===== src/rtl/bcd_pkg.sv =====
// Shared constants and FSM state encoding for the serial BCD adder.
// DIGIT_W is the width of one packed BCD digit.
package bcd_pkg;

  localparam int         DIGIT_W  = 4;
  localparam logic [3:0] BCD_MAX  = 4'd9;
  localparam logic [3:0] BCD_CORR = 4'd6;

  typedef enum logic [1:0] {
    IDLE = 2'd0,
    RUN  = 2'd1,
    DONE = 2'd2
  } state_t;

endpackage


===== src/rtl/bcd_digit_add.sv =====
// Combinational single-digit BCD adder with decimal correction.
// Invalid digits (>9) go through the same rule, so the output stays deterministic.
module bcd_digit_add
  import bcd_pkg::*;
(
  input  logic [3:0] a_d,
  input  logic [3:0] b_d,
  input  logic       c,
  output logic [3:0] s,
  output logic       C
);

  logic [4:0] raw;
  logic [4:0] corrected;

  // The 5-bit raw sum cannot overflow (15 + 15 + 1 = 31).
  // Only the low nibble of the corrected value is kept.
  always_comb begin
    raw       = {1'b0, a_d} + {1'b0, b_d} + {4'b0000, c};
    corrected = raw + {1'b0, BCD_CORR};
    s         = raw[3:0];
    C         = 1'b0;
    if (raw > {1'b0, BCD_MAX}) begin
      s = corrected[3:0];
      C = 1'b1;
    end
  end

endmodule


===== src/rtl/bcd_serial_adder.sv =====
// Multi-digit BCD adder sequencer: one digit pair per cycle, LSD first,
// with a registered carry chained between digits and a start/done handshake.
module bcd_serial_adder
  import bcd_pkg::*;
#(
  parameter int DIGITS = 4
) (
  input  logic                    clk,
  input  logic                    rst_n,
  input  logic                    start,
  input  logic [4*DIGITS-1:0]     a,
  input  logic [4*DIGITS-1:0]     b,
  input  logic                    cin,
  output logic                    busy,
  output logic                    done,
  output logic [4*DIGITS-1:0]     sum,
  output logic                    cout,
  output logic                    err
);

  localparam int W     = DIGIT_W * DIGITS;
  localparam int IDX_W = (DIGITS > 1) ? $clog2(DIGITS) : 1;
  localparam logic [IDX_W-1:0] LAST_IDX = IDX_W'(DIGITS - 1);

  state_t           state;
  state_t           state_next;
  logic [IDX_W-1:0] idx;
  logic [W-1:0]     a_reg;
  logic [W-1:0]     b_reg;
  logic             carry;

  logic [3:0]       a_d;
  logic [3:0]       b_d;
  logic [3:0]       s_d;
  logic             c_d;
  logic             last_digit;

  assign a_d        = a_reg[idx*DIGIT_W +: DIGIT_W];
  assign b_d        = b_reg[idx*DIGIT_W +: DIGIT_W];
  assign last_digit = (idx == LAST_IDX);

  bcd_digit_add u_digit_add (
    .a_d (a_d),
    .b_d (b_d),
    .c   (carry),
    .s   (s_d),
    .C   (c_d)
  );

  always_ff @(posedge clk) begin
    if (!rst_n) begin
      state <= IDLE;
    end else begin
      state <= state_next;
    end
  end

  always_comb begin
    state_next = state;
    busy       = 1'b0;
    done       = 1'b0;
    case (state)
      IDLE: begin
        if (start) begin
          state_next = RUN;
        end
      end
      RUN: begin
        busy = 1'b1;
        if (last_digit) begin
          state_next = DONE;
        end
      end
      DONE: begin
        busy       = 1'b1;
        done       = 1'b1;
        state_next = IDLE;
      end
      default: begin
        state_next = IDLE;
      end
    endcase
  end

  // Operands are captured on acceptance so callers may change a/b/cin mid-run.
  always_ff @(posedge clk) begin
    if (!rst_n) begin
      idx   <= '0;
      a_reg <= '0;
      b_reg <= '0;
      carry <= 1'b0;
      sum   <= '0;
      cout  <= 1'b0;
      err   <= 1'b0;
    end else begin
      case (state)
        IDLE: begin
          if (start) begin
            idx   <= '0;
            a_reg <= a;
            b_reg <= b;
            carry <= cin;
            sum   <= '0;
            cout  <= 1'b0;
            err   <= 1'b0;
          end
        end
        RUN: begin
          sum[idx*DIGIT_W +: DIGIT_W] <= s_d;
          carry <= c_d;
          err   <= err | (a_d > BCD_MAX) | (b_d > BCD_MAX);
          if (last_digit) begin
            cout <= c_d;
          end else begin
            idx <= idx + 1'b1;
          end
        end
        default: begin
        end
      endcase
    end
  end

endmodule


===== config.mk =====
export PLATFORM = sky130hd
export DESIGN_NAME = bcd_serial_adder
export DESIGN_NICKNAME = d
export VERILOG_FILES = /design/src/rtl/bcd_pkg.sv /design/src/rtl/bcd_digit_add.sv /design/src/rtl/bcd_serial_adder.sv
export SDC_FILE = /design/constraint.sdc
export NUM_CORES = 1
export LEC_CHECK = 0
export CAP_MARGIN = 10
export CELL_PAD_IN_SITES_DETAIL_PLACEMENT = 0
export CELL_PAD_IN_SITES_GLOBAL_PLACEMENT = 2
export CORE_MARGIN = 4
export CORE_UTILIZATION = 31
export CTS_BUF_LIST = sky130_fd_sc_hd__clkbuf_2
export CTS_CLUSTER_SIZE = 16
export DETAILED_ROUTE_END_ITERATION = 8
export PLACE_DENSITY = 0.89
export SLEW_MARGIN = 20
export SYNTH_ARGS = -nofsm -noshare
export SYNTH_HDL_FRONTEND = slang
export SYNTH_SLANG_ARGS = --single-unit

===== constraint.sdc =====
create_clock -name clk -period 4.5 [get_ports clk]
set_input_delay 0.675 -clock clk [delete_from_list [all_inputs] [get_ports clk]]
set_output_delay 0.675 -clock clk [all_outputs]
set_load 0.1 [all_outputs]

After elaboration in Yosys (flattened, before gate mapping):

Cells that the tools add are included.

* register bits: 55
* logic and storage cells: 55
* output and inout bits: 20

* multiplexer cells: 19
* order comparisons: 3
* shifts and indexed selects: 4
* $add $sub $neg: 5
* reductions and logical operators: 8
* bitwise operators: 2
* equality and inequality tests: 6

Operator list (number)
* 4-bit negator with 34-bit output: 1
* 4-bit by 34-bit variable shift with 16-bit output, first input constant: 1
* 4-bit by 34-bit variable part select with 16-bit output: 1
* 16-bit one-hot mux with 2 select lines: 1
* 16-bit by 5-bit variable part select with 4-bit output: 2
* 16-bit bitwise mux: 1
* 16-bit two-way mux: 1
* 4-bit > comparator, second input constant: 2
* 2-bit two-way mux: 4
* 2-bit one-hot mux with 2 select lines: 2
* 1-bit two-way mux: 6
* 2-bit != test, second input constant: 3
* 1-bit one-hot mux with 2 select lines: 3
* 2-bit AND reduction: 3
* 3-bit AND reduction: 2
* 4-bit by 4-bit adder with 5-bit output: 1
* 5-bit by 1-bit adder with 5-bit output: 1
* 5-bit by 4-bit > comparator with 1-bit output, second input constant: 1
* 4-bit by 3-bit adder with 4-bit output, second input constant: 1
* 2-bit == test, second input constant: 2
* 4-bit two-way mux: 1
* 2-bit by 1-bit adder with 2-bit output, second input constant: 1
* 2-bit by 1-bit == test with 1-bit output, second input constant: 1
* 2-bit zero test: 1
* other kinds (3): 4

Logic depth before layout (Yosys ltp):

Gate-level depths: netlist of run 1.

* depth after elaboration: 8
* depth in mapped cells: 12
* mapped depth without buffers: 10

By module:

A second synthesis of run 1 with hierarchy kept.

* cell total of the unflattened synthesis: 305
* area, all modules: 2783.9 um2

By module, submodules not included
* bcd_serial_adder: sequential area each 1101.1 um2, cells an instance 283, area an instance 2572.5 um2, times used 1
* bcd_digit_add: sequential area each 0.0 um2, cells an instance 22, area an instance 211.5 um2, times used 1

Worst setup path before layout of run 1:

Ideal clock, no wire load.

* path kind: register to register
* start: register idx[0]
* end: register sum[10]
* library setup time: 0.062 ns
* path slack: 0.756 ns
* clock period less this slack: 3.744 ns
* required time: 4.438 ns
* cell stages (with the launch flop): 13
* arrival: 3.681 ns
* cells stage by stage: dfxtp_1 > buf_2 > buf_2 > mux4_2 > fa_1 > fa_1 > inv_1 > ha_1 > and2b_1 > a31o_4 > o31ai_4 > mux2i_1 > a22o_1

* word-level cells in the longest chain between the ends: 8
* elaborated cells on any way between the ends: 12
* those cells by class: 4 x add/sub; 1 x order compare; 4 x shift; 3 x mux

Ends and longest elaborated chain
* from (decl): RTL line bcd_serial_adder.sv:27 `logic [IDX_W-1:0] idx;`
* from (signal assigned): RTL line bcd_serial_adder.sv:115 `idx <= idx + 1'b1;`
* 16-bit by 5-bit variable part select with 4-bit output, on equally long branches: RTL line bcd_serial_adder.sv:38, bcd_serial_adder.sv:39
* 4-bit by 4-bit adder with 5-bit output: RTL line bcd_digit_add.sv:19 `raw = {1'b0, a_d} + {1'b0, b_d} + {4'b0000, c};`
* 5-bit by 1-bit adder with 5-bit output: RTL line bcd_digit_add.sv:19
* 4-bit by 3-bit adder with 4-bit output or 5-bit by 4-bit > comparator with 1-bit output (tied branches): RTL line bcd_digit_add.sv:20, bcd_digit_add.sv:23
* 4-bit two-way mux: RTL line bcd_digit_add.sv:23 `if (raw > {1'b0, BCD_MAX}) begin`
* 4-bit by 34-bit variable part select with 16-bit output: RTL line bcd_serial_adder.sv:109 `sum[idx*DIGIT_W +: DIGIT_W] <= s_d;`
* 16-bit bitwise mux *: RTL line bcd_serial_adder.sv:109
* 16-bit one-hot mux with 2 select lines *: RTL line bcd_serial_adder.sv:96 `case (state)`
* to (signal assigned): RTL line bcd_serial_adder.sv:92 `sum <= '0;`
* to (signal assigned): RTL line bcd_serial_adder.sv:103 `sum <= '0;`
* to (signal, indexed assignment): RTL line bcd_serial_adder.sv:109
* to (decl): RTL line bcd_serial_adder.sv:16 `output logic [4*DIGITS-1:0] sum,`

Mark *: on every way between the ends. The rest lies on a longest branch, timed or not.
A chain may end at the register's enable or synchronous reset.

Worst setup path in the final report of run 1:

Same ends and word-level chain as after synthesis.

==> results of run 1 <==
[worst paths after layout]
kind / from / end / slack [ns] / cells past startpoint
hold reg to reg: b_reg[15]$_SDFFE_PN0P_ / b_reg[15]$_SDFFE_PN0P_ / 0.47 / 2
hold / removal: b_reg[15]$_SDFFE_PN0P_ / b_reg[15]$_SDFFE_PN0P_ / 0.47 / 2
setup reg to reg: idx[0]$_SDFFE_PN0P_ / sum[10]$_SDFFE_PN0P_ / 0.69 / 10
setup / recovery: idx[0]$_SDFFE_PN0P_ / sum[10]$_SDFFE_PN0P_ / 0.69 / 10
[report_power, final]
group / switching, mW / internal, mW / total (mW)
registers: 0.0145 / 0.512 / 0.527
clock network: 0.152 / 0.0396 / 0.191
logic: 0.136 / 0.101 / 0.237
[worst max-delay path, cell delays in order, from the launching register on]
cell,delay (ns)
dfxtp_1,0.59
mux4_2,0.57
fa_1,0.44
fa_1,0.56
inv_1,0.11
ha_1,0.22
and2b_1,0.17
a31o_4,0.22
o31ai_4,0.26
mux2i_1,0.44
a22o_1,0.20
[logic make-up after synthesis]
group                      Yosys count  share of synthesized area (%)
AOI/OAI and AO/OA                   77                           19.6
xor gates and xnor gates             2                          0.684
adders and majority gates           13                           6.94
buffers and inverters               25                           3.81
DFF                                 55                           43.0
muxes                               10                           7.82
and+or+nand+nor                    106                           18.2
[routing by layer]
metal / vias up / track usage, % / share of wire, % / wire length, um
li1: 1110 / - / - / -
met1: 988 / 15.8 / 47 / 2820
met2: 50 / 21.2 / 48 / 2840
met3: 4 / 2.83 / 4.7 / 279
met4: 0 / 2.52 / 0.64 / 38
met5: - / 0 / 0 / 0
[per-stage QoR]
stage	total power, mW	instance area (um2)	utilization (%)
floorplan	0.700	2560	-
global placement	0.772	3210	40.6
detailed placement	0.775	3210	40.6
CTS	0.970	3250	41.2
global route	1.01	3250	41.2
finish	0.955	3250	41.2
[area by class of cell]
class	count	share of cell area (%)
well taps	102	3.93
multi-input cells	208	42.0
inverters	9	1.04
flip-flops and latches	55	33.9
clock buffers	6	0.924
repair buffers	59	17.9
clock inverters	2	0.385
[Yosys cell counts (2+ instances only)]
cell type,count
a21oi_1,44
a22o_1,6
a22oi_1,2
a32o_1,5
a32oi_1,3
and2_1,5
and3_1,3
buf_2,2
clkbuf_1,13
dfxtp_1,55
fa_1,2
ha_1,11
inv_1,8
mux2i_1,2
mux4_2,8
nand2_1,70
nand2b_1,2
nand3_1,3
nor2_1,12
nor3_1,2
nor3b_1,3
o21ai_0,7
xnor2_1,2
==> flow_summary_export.csv, run 1 <==
group,metric,value,unit
die,coreArea,0.00789,mm2
clocking,post-cts-setup-buffers,0,
finish,multi_input_area,0.00136,mm2
grt,grt_antenna_before_repair,0,
synth,synth_area_leaders,"dfxtp_1 43%, nand2_1 10%, a21oi_1 8.6%",
die,io_pins,56,
pwr,vdd_drop_max,0.109,mV
finish,layout-drive-gt1-share,7.67,%
grt,grt_pass1_wl,9.91,mm
synth,synth_cell_types,41,
placed_design,dp_hpwl,4.61,mm
outcome,outcome,"completed",
pwr,power_density,294,mW/mm2
placed_design,dp.cells,433,
routing,drt_iter0_markers,51,
routing,post_drt_wl_per_cell,13.5,um
die,start_util,32.5,%
routing,dr_total_vias,2152,
finish,fillers,813,
die,die_h,98.9,um
synth,ys_seq_area_share,43.0,%
routing,dr.pass1.iters,4,
finish,nNetsFinal,387,
synth,avgSynthCellArea,8.89,um2
worst_setup_path,cp.required,4.90,ns
worst_setup_path,crit_type,"reg2reg",
routing,route.antenna.remaining_nets,0,
synth,yosysWarnings,0,
grt,grt_pass1_vias,2144,
clocking,clkTransAtPathRegs,0.27,ns
die,die_area,0.00978,mm2
sta,fin_crit_sh,84.8,%
synth,synth_edf_count,0,
worst_setup_path,crit_arrival,4.21,ns
sta,fin_crit,3.81,ns
routing,drc_errors,0,
clocking,cts_made_buffers,5,
finish,layoutNonFillerInstCount,441,
clocking,cts_resized,0,
synth,synth_area,0.00256,mm2
clocking,cts-root-buf,"clkbuf_2",
grt,grt.total_usage,12.3,%
placed_design,io_buffers,55,
sta,setup_tns,0,ns
grt,overflow,0,
sta,maxSlewViolCount,0,
worst_setup_path,cp-start-kind,"flop",
die,die_x,98.9,um
sta,tightest_slew,0.984,ns
worst_hold_path,hold_path_class,"reg2reg",
clocking,cts_tree,"built",
finish,register_area,0.00110,mm2
synth,synth_top_flop_cell,"dfxtp_1",
worst_setup_path,end_kind,"flop",
sta,whs,0.472,ns
clocking,clock_sinks,55,
run,drv_cap,0,
clocking,htreeDepth,2,
synth,yosysTopAreaCell,"dfxtp_1",
grt,grt_max_degree,43,
clocking,ctsHoldBuffers,0,
synth,yosys.area.top_type_share,43.0,%
synth,synth_nets,337,
worst_setup_path,worst-path-max-fanout,6,
placed_design,pre_cts_ws,0.703,ns
synth,ys_async_sr_fraction,0,%
clocking,clockBufferDepth,2,
finish,diodes,0,
die,rows,32,
routing,via_per_inst,4.88,
synth,synthCells,288,
sta,fmax,262,MHz
sta,rsz0062_at_grt,"no",
routing,wl,5.97,mm
finish,final_common_cell,"nand2_1",
sta,finClkSkew,0.0158,ns
sta,relSlewSlack,34.2,%
pwr,leakagePower,1.19,nW
clocking,insertion_delay,0.43,ns
sta,hold_viol,0,
synth,synth-seq-cells,55,
finish,final_cell_mix,"70 x nand2_1, 55 x dfxtp_1, 55 x clkdlybuf4s50_1",
placed_design,routabilityCongestion,0.776,
sta,setup_slack,0.686,ns
finish,area_growth,26.9,%
sta,setup_violations,0,
Note: power is estimated with default switching activity, not from simulation.
==> inputs of run 2 (changes only) <==
==> constraint.sdc (replaced) <==
create_clock -name clk -period 3.9 [get_ports clk]
set_input_delay 0.585 -clock clk [delete_from_list [all_inputs] [get_ports clk]]
set_output_delay 0.585 -clock clk [all_outputs]
set_load 0.1 [all_outputs]
==> flow_summary_export.csv, run 2 (synthesized netlist as in run 1, its figures left out) <==
group,metric,value,unit
pwr,swShare,30.8,%
clocking,clockBufferDepth,2,
pwr,pwr-share-clk,25.0,%
sta,maxSlewViolCount,0,
worst_setup_path,cp-start-kind,"flop",
finish,final_core_utilization,41.7,%
routing,dr.pass1.iters,4,
routing,wl,6.28,mm
routing,dr_total_vias,2181,
clocking,post-cts-setup-buffers,0,
die,die_x,98.9,um
placed_design,dp_hpwl,4.72,mm
clocking,htreeDepth,2,
clocking,insertion_delay,0.46,ns
sta,fin_crit_sh,94.3,%
grt,grt_pass1_vias,2182,
sta,rsz0062_at_grt,"no",
run,drv_cap,0,
grt,grt_pass1_wl,10.4,mm
clocking,clkTransAtPathRegs,0.29,ns
finish,multi_input_area,0.00136,mm2
pwr,p_comb_share,23.7,%
sta,finClkSkew,0.0178,ns
worst_setup_path,cp.required,4.32,ns
placed_design,dp.cells,435,
grt,grt_max_degree,43,
die,die_h,98.9,um
worst_setup_path,crit_arrival,4.09,ns
sta,relSlewSlack,32.2,%
sta,hold_viol,0,
worst_setup_path,crit_type,"reg2reg",
routing,route.antenna.remaining_nets,0,
finish,register_area,0.00110,mm2
worst_setup_path,end_kind,"flop",
routing,drt_iter0_markers,112,
worst_setup_path,rr_startpoint,"idx[0]$_SDFFE_PN0P_",
die,start_util,32.5,%
routing,post_drt_wl_per_cell,14.2,um
pwr,p_sw,0.365,mW
pwr,power.total,1.18,mW
sta,tightest_slew,1.02,ns
routing,via_per_inst,4.92,
finish,nNetsFinal,389,
clocking,cts-root-buf,"clkbuf_2",
worst_setup_path,worst-path-max-fanout,4,
die,rows,32,
clocking,cts_tree,"built",
outcome,outcome,"completed",
die,io_pins,56,
die,coreArea,0.00789,mm2
grt,grt.total_usage,13.0,%
finish,diodes,0,
worst_hold_path,hp-start,"b_reg[12]$_SDFFE_PN0P_",
pwr,leakagePower,1.22,nW
routing,drc_errors,0,
clocking,cts_made_buffers,5,
pwr,p_seq_share,51.2,%
clocking,clock_sinks,55,
pwr,vdd_drop_max,0.140,mV
die,die_area,0.00978,mm2
clocking,ctsHoldBuffers,0,
placed_design,io_buffers,55,
finish,final_cell_mix,"70 x nand2_1, 55 x dfxtp_1, 55 x clkdlybuf4s50_1",
finish,layout-drive-gt1-share,7.62,%
placed_design,routabilityCongestion,0.774,
finish,final_common_cell,"nand2_1",
pwr,p_int,0.818,mW
finish,fillers,825,
worst_hold_path,hold_path_class,"reg2reg",
finish,layoutNonFillerInstCount,443,
grt,grt_antenna_before_repair,0,
worst_setup_path,crit_start,"idx[0]$_SDFFE_PN0P_",
sta,fin_crit,3.68,ns
clocking,cts_resized,0,
grt,overflow,0,
pwr,power_density,360,mW/mm2
sta,fmax,272,MHz
sta,setup_tns,0,ns
finish,area_growth,28.4,%
sta,setup_violations,0,
## run 2: final cells by class
class,instances,share of cell area (%)
Clock buffer,5,0.761
Clock inverter,3,1.29
Inverter,9,1.03
Multi-Input combinational cell,208,41.4
Sequential cell,55,33.5
Tap cell,102,3.88
Timing Repair Buffer,61,18.1
## run 2: routing by layer
layer,share of wire (%),vias to the layer above,GRT usage [%],wire length [um]
met2,48,55,22.2,3030
met4,1.2,0,3.68,76
met5,0,-,0,0
met1,45,1011,16.4,2850
li1,-,1108,-,-
met3,5.1,7,2.69,323
## run 2: final timing paths
path,to,slack (ns),cells after the start
min,b_reg[12]$_SDFFE_PN0P_,0.47,2
min reg2reg,b_reg[12]$_SDFFE_PN0P_,0.47,2
max,sum[10]$_SDFFE_PN0P_,0.22,10
max reg2reg,sum[10]$_SDFFE_PN0P_,0.22,10
## run 2: worst max-delay path, stage by stage, from the launching register on
cell and delay [ns]:
dfxtp_1 0.49, mux4_2 0.54, fa_1 0.45, fa_1 0.57
inv_1 0.11, ha_1 0.22, and2b_1 0.17, a31o_4 0.23
o31ai_4 0.26, mux2i_1 0.40, a22o_1 0.20
## run 2: power groups by stage
stage	Clock (mW)	Sequential [mW]	Combinational, mW
final	0.296	0.606	0.281
after CTS	0.305	0.607	0.283
after detailed placement	0	0.617	0.282
after floorplan	0	0.626	0.182
after global routing	0.326	0.611	0.311
after global placement	0	0.616	0.277
## run 2: metrics by stage
stage | area, um2 | setup WS (ns) | hold WS [ns]
6_report | 3290 | 0.223 | 0.473
5_1_grt | 3290 | 0.00825 | 0.488
2_1_floorplan | 2560 | 0.156 | 0.433
3_5_place_dp | 3220 | 0.270 | 0.447
3_3_place_gp | 3220 | 0.350 | 0.443
4_1_cts | 3290 | 0.197 | 0.476
==> inputs of run 3 (changes only) <==
--- a/config.mk
+++ b/config.mk
@@ -9,11 +9,12 @@
 export CELL_PAD_IN_SITES_DETAIL_PLACEMENT = 0
 export CELL_PAD_IN_SITES_GLOBAL_PLACEMENT = 2
 export CORE_MARGIN = 4
-export CORE_UTILIZATION = 31
+export CORE_UTILIZATION = 33
 export CTS_BUF_LIST = sky130_fd_sc_hd__clkbuf_2
 export CTS_CLUSTER_SIZE = 16
 export DETAILED_ROUTE_END_ITERATION = 8
-export PLACE_DENSITY = 0.89
+export PLACE_DENSITY = 0.94
+export SETUP_SLACK_MARGIN = 0.2
 export SLEW_MARGIN = 20
 export SYNTH_ARGS = -nofsm -noshare
 export SYNTH_HDL_FRONTEND = slang
==> constraint.sdc (replaced) <==
create_clock -name clk -period 4.25 [get_ports clk]
set_input_delay 0.6375 -clock clk [delete_from_list [all_inputs] [get_ports clk]]
set_output_delay 0.6375 -clock clk [all_outputs]
set_load 0.1 [all_outputs]
==> flow_summary_export.csv, run 3 (synthesized netlist as in run 1, its figures left out) <==
group,metric,value,unit
routing,wl_met3,338,um
sta,rsz0062_at_grt,"no",
worst_setup_path,crit_type,"reg2reg",
clocking,clock_sinks,55,
worst_setup_path,cp_common_cell,"fa_1",
worst_setup_path,crit_slowest_cell,"dfxtp_1",
run,drv_cap,0,
pwr,power_density,313,mW/mm2
placed_design,io_buffers,55,
finish,final_area,0.00325,mm2
routing,dr.pass1.iters,4,
routing,met2_length,2.86,mm
routing,dr_total_vias,2158,
die,die_h,96.1,um
clocking,post-cts-setup-buffers,0,
clocking,htreeDepth,2,
routing,routed.top_layer,"met4",
sta,fin_crit_sh,89.0,%
pwr,vdd_drop_max,0.123,mV
placed_design,dp_hpwl,4.59,mm
placed_design,place_area,0.00321,mm2
sta,setup_tns,0,ns
grt,grt_pass1_wl,10.1,mm
pwr,leakagePower,1.20,nW
routing,route.antenna.remaining_nets,0,
clocking,clockBufferDepth,2,
routing,wl,6.02,mm
finish,final_cell_mix,"70 x nand2_1, 55 x dfxtp_1, 55 x clkdlybuf4s50_1",
routing,via_per_inst,4.92,
sta,maxSlewViolCount,0,
worst_setup_path,crit_path_max_incr_delay,0.58,ns
grt,grt_antenna_before_repair,0,
worst_setup_path,worst-path-max-fanout,6,
worst_setup_path,end_kind,"flop",
finish,multi_input_area,0.00136,mm2
finish,diodes,0,
sta,setup_violations,0,
grt,grt_pass1_vias,2123,
sta,relSlewSlack,34.7,%
die,start_util,34.6,%
sta,tightest_slew,0.977,ns
sta,fmax,264,MHz
clocking,ctsHoldBuffers,0,
finish,area_growth,27.0,%
worst_setup_path,r2r_cells,10,
routing,drc_errors,0,
routing,drt_iter0_markers,42,
worst_setup_path,crit_buf_inv,1,
worst_hold_path,min_path_cells,2,
finish,layout-drive-gt1-share,7.35,%
worst_setup_path,crit_cells,10,
finish,final_common_cell,"nand2_1",
worst_setup_path,crit_arrival,4.18,ns
routing,post_drt_wl_per_cell,13.7,um
clocking,cts_tree,"built",
finish,register_area,0.00110,mm2
die,coreArea,0.00741,mm2
worst_setup_path,cp-start-kind,"flop",
outcome,outcome,"completed",
worst_setup_path,critPathTopFamily,"adder cells",
clocking,cts_resized,0,
clocking,clkTransAtPathRegs,0.26,ns
pwr,power.total,1.02,mW
worst_setup_path,cp.required,4.65,ns
sta,fin_crit,3.78,ns
grt,overflow,0,
finish,fillers,791,
die,die_x,96.1,um
die,die_area,0.00923,mm2
placed_design,routabilityCongestion,0.792,
clocking,insertion_delay,0.43,ns
clocking,cts-root-buf,"clkbuf_2",
die,rows,31,
sta,finClkSkew,0.00879,ns
worst_setup_path,crit_chain,"mux4_2 -> fa_1 -> fa_1 -> inv_1 -> ha_1 -> and2b_1 -> a31o_4 -> o31ai_4 -> mux2i_1 -> a22o_1",
worst_hold_path,hold_path_class,"reg2reg",
grt,grt_max_degree,43,
sta,hold_viol,0,
clocking,cts_made_buffers,5,
die,io_pins,56,
routing,met1_length,2.76,mm
grt,grt.total_usage,13.7,%
finish,nNetsFinal,388,
[run 3: metrics by stage]
stage | util (%) | hold WS (ns) | cells | setup WS, ns
final | 43.9 | 0.472 | 439 | 0.469
after floorplan | - | 0.433 | 288 | 0.506
after global routing | 43.9 | 0.490 | 439 | 0.267
after CTS | 43.9 | 0.476 | 439 | 0.434
after detailed placement | 43.3 | 0.448 | 431 | 0.475
after global placement | 43.3 | 0.440 | 431 | 0.564
[run 3: worst min-delay path, stage by stage (launching register included)]
cell	delay, ns
dfxtp_1	0.37
nand2_1	0.05
a21oi_1	0.05
[run 3: worst paths after layout]
path / startpoint / end / slack [ns]
max: idx[0]$_SDFFE_PN0P_ / sum[10]$_SDFFE_PN0P_ / 0.47
max reg2reg: idx[0]$_SDFFE_PN0P_ / sum[10]$_SDFFE_PN0P_ / 0.47
min: b_reg[3]$_SDFFE_PN0P_ / b_reg[3]$_SDFFE_PN0P_ / 0.47
min reg2reg: b_reg[3]$_SDFFE_PN0P_ / b_reg[3]$_SDFFE_PN0P_ / 0.47
[run 3: layout make-up]
type                            instances  area share [%]
Clock buffer                            6           0.923
Clock inverter                          2           0.385
Inverter                                9            1.04
Multi-Input combinational cell        208            41.9
Sequential cell                        55            33.9
Tap cell                               99            3.81
Timing Repair Buffer                   60            18.1
[run 3: where the power goes]
group	internal (mW)	leakage [nW]	total [mW]	switching, mW
Sequential	0.542	0.449	0.557	0.0151
Combinational	0.108	0.721	0.254	0.146
Clock	0.0427	0.0306	0.206	0.164
Total	0.693	1.20	1.02	0.324
[run 3: per-layer routing]
layer | GRT usage [%] | vias to the layer above
met1 | 18.4 | 986
met3 | 3.28 | 8
li1 | - | 1111
met5 | 0 | -
met4 | 3.20 | 0
met2 | 22.4 | 53
